[src/rtl/vga_pattern_pkg.sv]
// Shared definitions for the VGA test-pattern generator.
//   - coordinate and bar-index widths
//   - RGB565 colour constants and the bar palette lookup
//   - display mode encoding
package vga_pattern_pkg;

    localparam int COORD_W = 10;  // pic_x / pic_y width
    localparam int IDX_W   = 4;   // bar index width, holds 0..9

    localparam logic [15:0] RGB_RED    = 16'hF800;
    localparam logic [15:0] RGB_ORANGE = 16'hFC00;
    localparam logic [15:0] RGB_YELLOW = 16'hFFE0;
    localparam logic [15:0] RGB_GREEN  = 16'h07E0;
    localparam logic [15:0] RGB_CYAN   = 16'h07FF;
    localparam logic [15:0] RGB_BLUE   = 16'h001F;
    localparam logic [15:0] RGB_PURPLE = 16'hF81F;
    localparam logic [15:0] RGB_BLACK  = 16'h0000;
    localparam logic [15:0] RGB_WHITE  = 16'hFFFF;
    localparam logic [15:0] RGB_GRAY   = 16'hD69A;

    typedef enum logic [1:0] {
        MODE_VBAR   = 2'd0,
        MODE_HBAR   = 2'd1,
        MODE_CHECK  = 2'd2,
        MODE_SCROLL = 2'd3
    } mode_e;

    // Bar colour for a bar index; indices past the 10-entry palette are black.
    function automatic logic [15:0] palette(input logic [IDX_W-1:0] idx);
        case (idx)
            4'd0:    palette = RGB_RED;
            4'd1:    palette = RGB_ORANGE;
            4'd2:    palette = RGB_YELLOW;
            4'd3:    palette = RGB_GREEN;
            4'd4:    palette = RGB_CYAN;
            4'd5:    palette = RGB_BLUE;
            4'd6:    palette = RGB_PURPLE;
            4'd7:    palette = RGB_BLACK;
            4'd8:    palette = RGB_WHITE;
            4'd9:    palette = RGB_GRAY;
            default: palette = RGB_BLACK;
        endcase
    endfunction

endpackage

[src/rtl/vga_pattern_gen_bar.sv]
// Divider-free bar tracker: counts pixels (or lines) inside the current bar
// and steps the bar index every LEN advances, saturating at NUM-1 so the
// remainder pixels past the last full bar keep the last bar's colour.
// Ports:
//   clk, rst_n  clock, async active-low reset
//   clr         restart at bar 0 (has priority over adv)
//   adv         advance one pixel/line
//   idx         bar index AFTER this cycle's clr/adv (combinational next state)
//   pos         position inside the bar AFTER this cycle's clr/adv
module vga_bar_counter
    import vga_pattern_pkg::*;
#(
    parameter int LEN = 64,
    parameter int NUM = 10
) (
    input  logic               clk,
    input  logic               rst_n,
    input  logic               clr,
    input  logic               adv,
    output logic [IDX_W-1:0]   idx,
    output logic [COORD_W-1:0] pos
);
    localparam logic [COORD_W-1:0] POS_LAST = COORD_W'(LEN - 1);
    localparam logic [IDX_W-1:0]   IDX_LAST = IDX_W'(NUM - 1);

    logic [IDX_W-1:0]   idx_q, idx_d;
    logic [COORD_W-1:0] pos_q, pos_d;

    // NOTE: every variable gets a default at the top of always_comb so no path leaves it unassigned (no latch).
    always_comb begin
        idx_d = idx_q;
        pos_d = pos_q;
        if (clr) begin
            idx_d = '0;
            pos_d = '0;
        end else if (adv) begin
            if (pos_q == POS_LAST) begin
                pos_d = '0;
                if (idx_q != IDX_LAST) idx_d = idx_q + 1'b1;
            end else begin
                pos_d = pos_q + 1'b1;
            end
        end
    end

    // NOTE: sequential state uses non-blocking assignments so all registers update together at the edge.
    always_ff @(posedge clk or negedge rst_n) begin
        if (!rst_n) begin
            idx_q <= '0;
            pos_q <= '0;
        end else begin
            idx_q <= idx_d;
            pos_q <= pos_d;
        end
    end

    // Exposing the next state lets the pixel at x=LEN already see bar 1.
    assign idx = idx_d;
    assign pos = pos_d;

endmodule

[src/rtl/vga_pattern_gen.sv]
// Multi-mode VGA test-pattern generator (vertical bars, horizontal bars,
// checkerboard, scrolling vertical bars) with frame-synchronous mode switch.
// Ports:
//   vga_clk, rst_n   pixel clock, async active-low reset
//   pic_valid        coordinates are in the active area this cycle
//   pic_x, pic_y     active-area coordinates (pic_x steps +1 per valid cycle)
//   mode_sel         requested mode, captured on mode_req
//   mode_req         one-cycle request pulse
//   pic_data         registered RGB565 pixel, one cycle after the coordinates
//   mode_cur         mode currently on screen
module vga_pattern_gen
    import vga_pattern_pkg::*;
#(
    parameter int H_VALID     = 640,
    parameter int V_VALID     = 480,
    parameter int BAR_NUM     = 10,
    parameter int CHECK_SHIFT = 5,
    parameter int SCROLL_DIV  = 4
) (
    input  logic               vga_clk,
    input  logic               rst_n,
    input  logic               pic_valid,
    input  logic [COORD_W-1:0] pic_x,
    input  logic [COORD_W-1:0] pic_y,
    input  logic [1:0]         mode_sel,
    input  logic               mode_req,
    output logic [15:0]        pic_data,
    output logic [1:0]         mode_cur
);
    localparam int BAR_W = H_VALID / BAR_NUM;
    localparam int BAR_H = V_VALID / BAR_NUM;
    localparam int FRM_W = (SCROLL_DIV > 1) ? $clog2(SCROLL_DIV) : 1;
    localparam int SUM_W = IDX_W + 1;

    localparam logic [COORD_W-1:0] X_LAST   = COORD_W'(H_VALID - 1);
    localparam logic [COORD_W-1:0] Y_LAST   = COORD_W'(V_VALID - 1);
    localparam logic [FRM_W-1:0]   FRM_LAST = FRM_W'(SCROLL_DIV - 1);
    localparam logic [IDX_W-1:0]   OFS_LAST = IDX_W'(BAR_NUM - 1);
    localparam logic [SUM_W-1:0]   NUM_EXT  = SUM_W'(BAR_NUM);

    logic [15:0]      pic_data_q, pic_data_d;
    mode_e            mode_q, mode_d;
    mode_e            pend_mode_q, pend_mode_d;
    logic             pend_vld_q, pend_vld_d;
    logic [FRM_W-1:0] frm_cnt_q, frm_cnt_d;
    logic [IDX_W-1:0] scroll_ofs_q, scroll_ofs_d;
    logic [IDX_W-1:0] row_bar_q, row_bar_d;

    logic               x_clr, y_clr, y_adv, fe;
    logic [IDX_W-1:0]   x_idx, y_idx;
    logic [COORD_W-1:0] x_pos_unused, y_pos_unused;
    logic [SUM_W-1:0]   scroll_sum;
    logic [IDX_W-1:0]   scroll_idx;
    logic [15:0]        colour;

    assign x_clr = pic_valid && (pic_x == '0);
    assign y_clr = x_clr && (pic_y == '0);
    assign y_adv = pic_valid && (pic_x == X_LAST);
    assign fe    = y_adv && (pic_y == Y_LAST);

    vga_bar_counter #(.LEN(BAR_W), .NUM(BAR_NUM)) u_xbar (
        .clk   (vga_clk),
        .rst_n (rst_n),
        .clr   (x_clr),
        .adv   (pic_valid),
        .idx   (x_idx),
        .pos   (x_pos_unused)
    );

    vga_bar_counter #(.LEN(BAR_H), .NUM(BAR_NUM)) u_ybar (
        .clk   (vga_clk),
        .rst_n (rst_n),
        .clr   (y_clr),
        .adv   (y_adv),
        .idx   (y_idx),
        .pos   (y_pos_unused)
    );

    // Colour selection. The y counter steps on the last pixel of a line, so
    // its next-state value already points at the following line there; the
    // row's bar is therefore sampled at x=0 and held for the whole line.
    always_comb begin
        row_bar_d  = x_clr ? y_idx : row_bar_q;
        scroll_sum = SUM_W'(x_idx) + SUM_W'(scroll_ofs_q);
        // Both operands are below BAR_NUM, so one subtract completes the modulo.
        scroll_idx = (scroll_sum >= NUM_EXT) ? IDX_W'(scroll_sum - NUM_EXT)
                                             : IDX_W'(scroll_sum);
        colour = RGB_BLACK;
        case (mode_q)
            MODE_VBAR:   colour = palette(x_idx);
            MODE_HBAR:   colour = palette(row_bar_d);
            MODE_CHECK:  colour = (pic_x[CHECK_SHIFT] ^ pic_y[CHECK_SHIFT]) ? RGB_WHITE : RGB_BLACK;
            MODE_SCROLL: colour = palette(scroll_idx);
            default:     colour = RGB_BLACK;
        endcase
        pic_data_d = pic_valid ? colour : RGB_BLACK;
    end

    // Mode request, frame-boundary switch and scroll offset.
    always_comb begin
        mode_d       = mode_q;
        pend_mode_d  = pend_mode_q;
        pend_vld_d   = pend_vld_q;
        frm_cnt_d    = frm_cnt_q;
        scroll_ofs_d = scroll_ofs_q;
        if (fe) begin
            if (frm_cnt_q == FRM_LAST) begin
                frm_cnt_d    = '0;
                scroll_ofs_d = (scroll_ofs_q == OFS_LAST) ? '0 : scroll_ofs_q + 1'b1;
            end else begin
                frm_cnt_d = frm_cnt_q + 1'b1;
            end
            if (pend_vld_q) begin
                mode_d     = pend_mode_q;
                pend_vld_d = 1'b0;
                // Entering scroll mode always starts from an unshifted pattern.
                if (pend_mode_q == MODE_SCROLL && mode_q != MODE_SCROLL) scroll_ofs_d = '0;
            end
        end
        // Placed after the fe handling: a request in the fe cycle survives
        // the clear of pend_vld and waits for the next frame end.
        if (mode_req) begin
            pend_mode_d = mode_e'(mode_sel);
            pend_vld_d  = 1'b1;
        end
    end

    always_ff @(posedge vga_clk or negedge rst_n) begin
        if (!rst_n) begin
            pic_data_q   <= RGB_BLACK;
            mode_q       <= MODE_VBAR;
            pend_mode_q  <= MODE_VBAR;
            pend_vld_q   <= 1'b0;
            frm_cnt_q    <= '0;
            scroll_ofs_q <= '0;
            row_bar_q    <= '0;
        end else begin
            pic_data_q   <= pic_data_d;
            mode_q       <= mode_d;
            pend_mode_q  <= pend_mode_d;
            pend_vld_q   <= pend_vld_d;
            frm_cnt_q    <= frm_cnt_d;
            scroll_ofs_q <= scroll_ofs_d;
            row_bar_q    <= row_bar_d;
        end
    end

    assign pic_data = pic_data_q;
    assign mode_cur = mode_q;

endmodule
[config.mk]
export PLATFORM = sky130hd
export DESIGN_NAME = vga_pattern_gen
export DESIGN_NICKNAME = d
export VERILOG_FILES = /design/src/rtl/vga_pattern_pkg.sv /design/src/rtl/vga_pattern_gen_bar.sv /design/src/rtl/vga_pattern_gen.sv
export SDC_FILE = /design/constraint.sdc
export NUM_CORES = 1
export LEC_CHECK = 0
export ABC_AREA = 1
export CAP_MARGIN = 20
export CORE_UTILIZATION = 40
export DETAILED_ROUTE_END_ITERATION = 10
export PLACE_DENSITY_LB_ADDON = 0.3
export SETUP_SLACK_MARGIN = 0.05
export SLEW_MARGIN = 20
export SYNTH_ARGS = -nofsm -noshare
export SYNTH_HDL_FRONTEND = slang
export SYNTH_SLANG_ARGS = --single-unit
[constraint.sdc]
create_clock -name vga_clk -period 8.2 [get_ports vga_clk]
set_input_delay 0.82 -clock vga_clk [delete_from_list [all_inputs] [get_ports vga_clk]]
set_output_delay 0.82 -clock vga_clk [all_outputs]
set_load 0.03 [all_outputs]
==> qor.yml <==
wl_per_cell_um: 12.0
multi_input_area_mm2: 0.00194
power_density_mw_per_mm2: 147
cts_tree: "done"
hp-start: "u_xbar.pos_q[8]"
nFillCells: 858
register_area_mm2: 0.00125
worstSetupPathType: "in2reg"
vias_per_cell: 5.10
hp-class: "reg2reg"
overflow: 0
slew_headroom_pct: 43.6
postRouteWirelength_um: 7920
synth_cells: 517
reg2reg_slack_ns: 4.28
synth_edf_count: 0
seqPwrFrac_pct: 47.2
ys_seq_area_share_pct: 35.3
p_clk_share_pct: 22.9
ant_nets: 0
clock-sinks: 50
cts_max_level: 2
start_util_pct: 42.2
cts_setup_buffers: 0
critPathMaxFanout: 24
rr_startpoint: "u_xbar.pos_q[1]"
startpoint: "pic_valid"
fin_crit_sh_pct: 58.7
r2r-end: "pic_data[9]"
intPower_uw: 395
setup_violations: 0
rsz0062_at_grt: "no"
path_clk_slew_ns: 0.09
drt_iter0_drc: 139
syn_avg_cell_area_um2: 6.85
post_cts_resized: 0
tightest_slew_ns: 0.843
status: "finished, final reports clean"
drc_errors: 0
critPathLaunchType: "primary input"
syn_area_mm2: 0.00354
numPortBuffers: 43
synth_cell_types: 40
maxSlewViolCount: 0
drt-pass1-iter-count: 4
fin_util_pct: 49.0
core-area_mm2: 0.00838
ys_ff_latch: 50
async_reset_ff_share_pct: 100
cts-root-buf: "clkbuf_8"
cts-buffers-inserted: 5
syn-num-nets: 556
die_w_um: 96.1
fin_crit_ns: 4.81
p_leak_uw: 0.00205
grt_max_degree: 51
die-area_mm2: 0.00923
crit_end: "pic_data[9]"
drive_gt1_share_pct: 6.28
fmax_mhz: 208
arrival_ns: 5.03
crit_required_ns: 8.42
p_comb_share_pct: 29.9
hold_buffers: 0
antenna_found_initial: 0
grt_pass1_wl_um: 13800
clockBufferDepth: 2
areaGrowthSynthToFinish_pct: 16.0
nets: 596
grtUsageTotal_pct: 18.7
rows: 33
switching_share_pct: 34.4
p_sw_uw: 207
clock_latency_ns: 0.30
worst_clock_skew_ns: 0.00678
yosys_warnings: 0
hold_slack_ns: 0.522
reg2regPathDepth: 25
place_congestion: 0.868
vias: 3374
cap_violations: 0
antennaDiodeCount: 0
ir_drop_v: 0.0000630
endpoint_kind: "flip-flop"
grt_pass1_vias: 3207
synth_ff_type: "dfrtp_1"
hold_viol_final: 0
num_io_pins: 44
die_height_um: 96.1
hpwl_um: 6240
setup_tns_ns: 0
[cell type report]
type | count | area share [%]
Multi-Input combinational cell | 384 | 47.3
Clock buffer | 5 | 1.67
Tap cell | 105 | 3.20
Sequential cell | 50 | 30.5
Timing Repair Buffer | 44 | 10.5
Clock inverter | 2 | 0.244
Inverter | 72 | 6.58
[cells by family after synthesis]
logic type	count (synthesis)	share of synthesized area [%]
xor gates and xnor gates	10	2.47
AOI/OAI and AO/OA	67	11.4
and+or+nand+nor	294	36.3
DFF	50	35.3
adders and majority gates	13	4.81
buffers and inverters	83	9.75
[critical path, stage by stage]
cell	delay, ns
clkdlybuf4s50_1	1.02
inv_2	0.20
nor2_1	0.14
nand2_1	0.07
nor2_2	0.09
nand2_2	0.11
nand3_1	0.13
inv_1	0.07
ha_1	0.21
fa_1	0.39
inv_1	0.10
nand2_1	0.07
and2_1	0.16
ha_1	0.21
nand2_1	0.08
nand3_1	0.12
nand2_1	0.12
nand2_1	0.07
nand2_1	0.11
nand2_1	0.10
a21oi_1	0.29
inv_1	0.07
nor2_1	0.10
nor2_1	0.04
a21oi_1	0.14
[worst min path at each step]
stage	end	slack [ns]	cells after the start
2_1_floorplan	u_xbar.pos_q[8]	0.47	1
3_3_place_gp	frm_cnt_q[1]	0.49	2
3_5_place_dp	u_xbar.pos_q[8]	0.51	1
4_1_cts	u_xbar.pos_q[8]	0.52	1
5_1_grt	u_ybar.pos_q[0]	0.55	1
6_report	u_xbar.pos_q[8]	0.52	1
[power by group through the flow]
stage,registers [uW],clock network [uW],logic [uW]
final,284,138,180
after global routing,288,153,204
after CTS,285,143,180
after detailed placement,289,0,179
after global placement,289,0,174
after floorplan,294,0,117
[Yosys cell counts (2+ instances only)]
| master | n | share of area (%) |
|---|---|---|
| xor2_1 | 9 | 2.2 |
| o21ai_0 | 24 | 3.4 |
| o21bai_1 | 3 | 0.64 |
| or2_2 | 3 | 0.53 |
| nand3b_1 | 3 | 0.64 |
| nor2_1 | 67 | 7.1 |
| o22ai_1 | 2 | 0.35 |
| inv_2 | 3 | 0.32 |
| nand2_1 | 137 | 15 |
| nand3_2 | 4 | 1.1 |
| nand3_1 | 40 | 5.7 |
| a31oi_1 | 2 | 0.35 |
| ha_1 | 12 | 4.2 |
| buf_4 | 9 | 1.9 |
| a21oi_1 | 25 | 3.5 |
| nor2_2 | 3 | 0.53 |
| dfrtp_1 | 50 | 35 |
| nor3_1 | 16 | 2.3 |
| inv_1 | 69 | 7.3 |
| nand4_1 | 7 | 1.2 |
| nand2_2 | 7 | 1.2 |
| nor4_1 | 4 | 0.71 |
[registers in the layout, summed over array words and instances (netlist names)]
name,flops
pend_mode_q,2
scroll_ofs_q,4
mode_cur,2
pic_data,7
row_bar_q,4
frm_cnt_q,2
u_ybar.pos_q,10
pend_vld_q,1
u_xbar.pos_q,10
u_xbar.idx_q,4
u_ybar.idx_q,4
[cell usage in the layout (no fill, tap or decap), types with 4 or more instances in the layout]
master             n
a21oi_1           25
clkbuf_8           5
clkdlybuf4s50_1   42
dfrtp_1           50
ha_1              12
inv_1             69
nand2_1          137
nand2_2            7
nand3_1           40
nand3_2            4
nand4_1            7
nor2_1            67
nor3_1            16
nor4_1             4
o21ai_0           24
xor2_1             9
[through the flow]
stage               std cells  worst slack (ns)  total power, uW  area (um2)
global route              662              2.93              645        4110
detailed placement        655              3.13              468        4030
CTS                       662              3.43              608        4110
global placement          655              3.33              463        4030
floorplan                 517              4.64              411        3540
finish                    662              3.39              602        4110
[routing by layer]
metal,global-route usage [%],wire length (um),up-vias
li1,-,-,1731
met1,24.0,3880,1540
met2,32.6,3610,87
met3,3.08,289,16
met4,4.60,141,0
met5,0,0,-
Note: power is estimated with default switching activity, not from simulation.
